File: src/rtl/vga_fb_arbiter.sv
`default_nettype none
// ============================================================================
// vga_fb_arbiter: shares one single-port framebuffer RAM between VGA scan-out
// reads and writer requests; scan-out owns phase-0 cycles of each 4x4 pixel.
// Revision: 1.0
// ============================================================================
module vga_fb_arbiter #(
    parameter int FB_W = 256,
    parameter int FB_H = 192
) (
    input  logic        clk_vga,
    input  logic        rst,
    input  logic [9:0]  hc_visible,
    input  logic [9:0]  vc_visible,
    input  logic        hs_in,
    input  logic        vs_in,
    input  logic        wr_req,
    input  logic [15:0] wr_addr,
    input  logic [7:0]  wr_data,
    output logic        wr_ack,
    output logic [15:0] mem_addr,
    output logic        mem_we,
    output logic [7:0]  mem_wdata,
    input  logic [7:0]  mem_rdata,
    output logic [7:0]  pix_data,
    output logic        hs_out,
    output logic        vs_out
);

    localparam logic [16:0] C_FB_SIZE = 17'(FB_W * FB_H);
    localparam logic [10:0] C_FB_W    = 11'(FB_W);
    localparam logic [10:0] C_FB_H    = 11'(FB_H);

    logic [9:0]  w_hm1;
    logic [9:0]  w_col;
    logic [9:0]  w_row;
    logic [15:0] w_rd_addr;
    logic        w_visible;
    logic        w_slot;
    logic        w_write;
    logic        w_in_range;

    logic        wr_ack_q, wr_ack_d;
    logic [15:0] addr_q, addr_d;
    logic        slot_q, slot_d;
    logic [7:0]  pix_q, pix_d;
    logic        vis1_q, vis1_d, vis2_q, vis2_d;
    logic        hs1_q, hs1_d, hs2_q, hs2_d;
    logic        vs1_q, vs1_d, vs2_q, vs2_d;

    always_comb begin
        w_hm1      = hc_visible - 10'd1;
        w_col      = w_hm1 >> 2;
        w_row      = (vc_visible - 10'd1) >> 2;
        w_visible  = (hc_visible != 10'd0) && (vc_visible != 10'd0);
        w_slot     = w_visible && (w_hm1[1:0] == 2'd0) &&
                     ({1'b0, w_row} < C_FB_H) && ({1'b0, w_col} < C_FB_W);
        w_rd_addr  = ({6'd0, w_row} * 16'(FB_W)) + {6'd0, w_col};
        w_in_range = ({1'b0, wr_addr} < C_FB_SIZE);
        // The ack cycle never writes, so a held request is serviced only once.
        w_write    = !rst && wr_req && !wr_ack_q && !w_slot;
    end

    always_comb begin
        mem_addr  = addr_q;
        mem_we    = 1'b0;
        mem_wdata = wr_data;
        wr_ack_d  = 1'b0;
        if (w_slot) begin
            mem_addr = w_rd_addr;
        end else if (w_write) begin
            mem_addr = wr_addr;
            mem_we   = w_in_range;
            wr_ack_d = 1'b1;
        end
        addr_d = mem_addr;
        slot_d = w_slot;
        pix_d  = slot_q ? mem_rdata : pix_q;
        vis1_d = w_visible;
        vis2_d = vis1_q;
        hs1_d  = hs_in;
        hs2_d  = hs1_q;
        vs1_d  = vs_in;
        vs2_d  = vs1_q;
    end

    always_ff @(posedge clk_vga) begin
        if (rst) begin
            wr_ack_q <= 1'b0;
            addr_q   <= 16'd0;
            slot_q   <= 1'b0;
            pix_q    <= 8'd0;
            vis1_q   <= 1'b0;
            vis2_q   <= 1'b0;
            hs1_q    <= 1'b1;
            hs2_q    <= 1'b1;
            vs1_q    <= 1'b1;
            vs2_q    <= 1'b1;
        end else begin
            wr_ack_q <= wr_ack_d;
            addr_q   <= addr_d;
            slot_q   <= slot_d;
            pix_q    <= pix_d;
            vis1_q   <= vis1_d;
            vis2_q   <= vis2_d;
            hs1_q    <= hs1_d;
            hs2_q    <= hs2_d;
            vs1_q    <= vs1_d;
            vs2_q    <= vs2_d;
        end
    end

    assign wr_ack   = wr_ack_q;
    assign pix_data = vis2_q ? pix_q : 8'd0;
    assign hs_out   = hs2_q;
    assign vs_out   = vs2_q;

endmodule
`default_nettype wire

File: config.mk
export PLATFORM = sky130hd
export DESIGN_NAME = vga_fb_arbiter
export DESIGN_NICKNAME = d
export VERILOG_FILES = /design/src/rtl/vga_fb_arbiter.sv
export SDC_FILE = /design/constraint.sdc
export NUM_CORES = 1
export LEC_CHECK = 0
export CORE_MARGIN = 1.5
export CORE_UTILIZATION = 43
export CTS_CLUSTER_SIZE = 25
export DETAILED_ROUTE_END_ITERATION = 16
export GPL_ROUTABILITY_DRIVEN = 0
export GPL_TIMING_DRIVEN = 0
export PLACE_DENSITY = 0.85
export SLEW_MARGIN = 20
export SYNTH_ARGS = -nofsm -noshare
export SYNTH_HDL_FRONTEND = slang
export SYNTH_SLANG_ARGS = --single-unit
File: constraint.sdc
create_clock -name clk_vga -period 4.7 [get_ports clk_vga]
set_input_delay 0.94 -clock clk_vga [delete_from_list [all_inputs] [get_ports clk_vga]]
set_output_delay 0.94 -clock clk_vga [all_outputs]
set_load 0.05 [all_outputs]
==> metrics.cfg <==
[final_layout]
fillers=334
nets=348
final_common_cell=clkdlybuf4s50_1
layout_common_cells=clkdlybuf4s50_1, dfxtp_1, mux2i_1
reg_top3=addr_q x16, pix_q x8
top_register=addr_q
num_antenna_cells=0
largest_reg_flops=16
drive_above_1_share_pct=13.70
final-instance-count-excl-fill=342
final_area_um2=2899
area_growth_syn_to_layout_pct=57.19

[sta]
fmax_mhz=216.5
setup_violations=0
fin_crit_ns=4.619
worstMarginPinSlew_ns=0.5369
slew_headroom_pct=64.21
hold_slack_ns=0.4091
slew_violations=0
hold_violations=0
clock_skew_ns=0.004820
finalCritPeriodShare_pct=98.28
fin_ws_ns=0.08091

[routing]
first_pass_iters=4
vias=1802
drt_iter0_markers=53
ant_nets=0
wire_per_inst_um=13.73
drc=0
wirelength_um=4694
via_per_inst=5.269

[global_route]
grt_pass1_wl_um=7120
antenna_found_initial=0
grt_usage_pct=20.32
grt_pass1_vias=1662
gr-total-overflow=0
grt_max_degree=11

[synth]
async_reset_ff_share_pct=0
synth_seq_area_share_pct=34.74
yosysUniqueCellTypes=47
synth_edf_count=0
syn_nets=257
syn-cell-area_um2=1844
ys_ff_latch=32
yosysWarnings=0
synthCells=200
synth.avg_cell_area_um2=9.221
synth-main-ff-cell=dfxtp_1

[place]
dpl.hpwl_um=3575
dp_slack_ns=-0.0002496
io_buffers=84
placed_cells=334
place_area_um2=2748

[run_status]
status=completed

[floorplan]
core_um2=4058
ios=93
die_area_um2=4691
core.rowCount=23
die_h_um=68.49
initial_utilization_pct=45.45
die_x_um=68.49

[clocking]
cts_buffers=5
cts_buffer_depth=2
h-tree-depth=2
clk_pin_slew_ns=0.07
clkLatencyLatePin_ns=0.29
cts_root_buf=clkbuf_8
clkSinkCount=32
cts_tree=built

[pwr]
power_density_nw_per_um2=297.2
p_leak_nw=1.197
ir_drop_v=0.0002029

[critical_path]
end_kind=output port
crit_path_start_kind=input port
path_class=input port to output port
required_ns=3.76
arrival_ns=3.68
crit_path_max_fanout=10
reg2reg_setup_slack_ns=2.75

[hold_path]
hp-class=flip-flop to flip-flop

[job]
max-cap-violations=0

-- cell families (layout without fill, tap and decap cells) --
family / after synthesis / in the layout / share of synthesized area, %
and+or+nand+nor: 81 / 81 / 26.46
AOI/OAI and AO/OA: 36 / 36 / 15.47
DFF: 32 / 32 / 34.74
muxes: 24 / 24 / 13.09
buffers and inverters: 19 / 111 / 6.444
xor gates and xnor gates: 8 / 8 / 3.799
-- area by class of cell --
type                       count  area [um^2]  share of cell area (%)
clock inverter                 1        30.03                   1.036
multi-input combinational    149         1094                   37.72
tap                           50        62.56                   2.158
sequential                    32        640.6                   22.10
inverter                       1        3.754                  0.1295
timing repair buffer          84        857.1                   29.56
buffer                        18        115.1                   3.971
clock buffer                   7        96.34                   3.323
-- worst paths after layout --
path              cells past startpoint     endpoint           from
setup reg to reg                      6   addr_q[15]         wr_ack
setup / recovery                      7  mem_addr[1]  vc_visible[1]
hold / removal                        1       vs_out          vs1_q
hold reg to reg                       1       vs_out          vs1_q
-- where the power goes --
part	switching, W	internal (W)	total, W
Combinational	0.000156	0.000121	0.000276
Clock	0.000106	0.000187	0.000293
Sequential	0.00000475	0.000288	0.000293
Total	0.000266	0.000596	0.000862
-- routing by layer --
metal | track usage (%) | up-vias | part of all wire (%)
li1 | - | 912 | -
met1 | 21.91 | 815 | 40
met2 | 37.74 | 70 | 51
met3 | 4.708 | 5 | 7.6
met4 | 8.250 | 0 | 1.3
met5 | 0 | - | 0
-- cell usage after synthesis, types with 2 or more instances --
master	number	share of area, %
a211o_1	3	1.4
a211oi_1	4	1.6
a211oi_2	3	2.0
a21o_1	2	0.81
a21oi_1	8	2.2
and2_1	14	4.7
and3_1	13	4.4
buf_2	5	1.4
buf_4	9	3.7
clkbuf_1	3	0.61
dfxtp_1	32	35
mux2i_1	23	12
nand2_1	4	0.81
nand3_1	7	1.9
nand4_1	4	1.4
nor2_1	11	2.2
nor2b_1	3	1.0
nor3_1	5	1.4
nor4_1	3	1.0
nor4_2	2	1.4
o21a_1	4	1.6
o311a_1	2	1.1
or2_2	5	1.7
or4_1	2	0.81
xnor2_1	7	3.3
-- per-stage QoR --
step                      utilization (%)  setup TNS, ns  power [W]
after floorplan                         -              0  0.0004680
after global placement              67.72              0  0.0005722
after detailed placement            67.72     -0.0002496  0.0005759
after CTS                           70.80              0  0.0008655
after global routing                71.45        -0.1213  0.0008934
final                               71.45              0  0.0008616
-- worst max-delay path, cell delays in order --
cell and delay, ns:
clkdlybuf4s50_1 0.50, or4_4 0.61, o211ai_2 0.41, buf_4 0.26
nand3_1 0.09, and2_1 0.17, clkdlybuf4s50_1 0.70
-- what timing repair did --
action	4_1_cts	5_1_grt
setup endpoints to repair	1	7
gates resized for setup	1	8
pin swaps	0	0
setup buffers	0	0
hold buffers	0	0
Note: power is estimated with default switching activity, not from simulation.
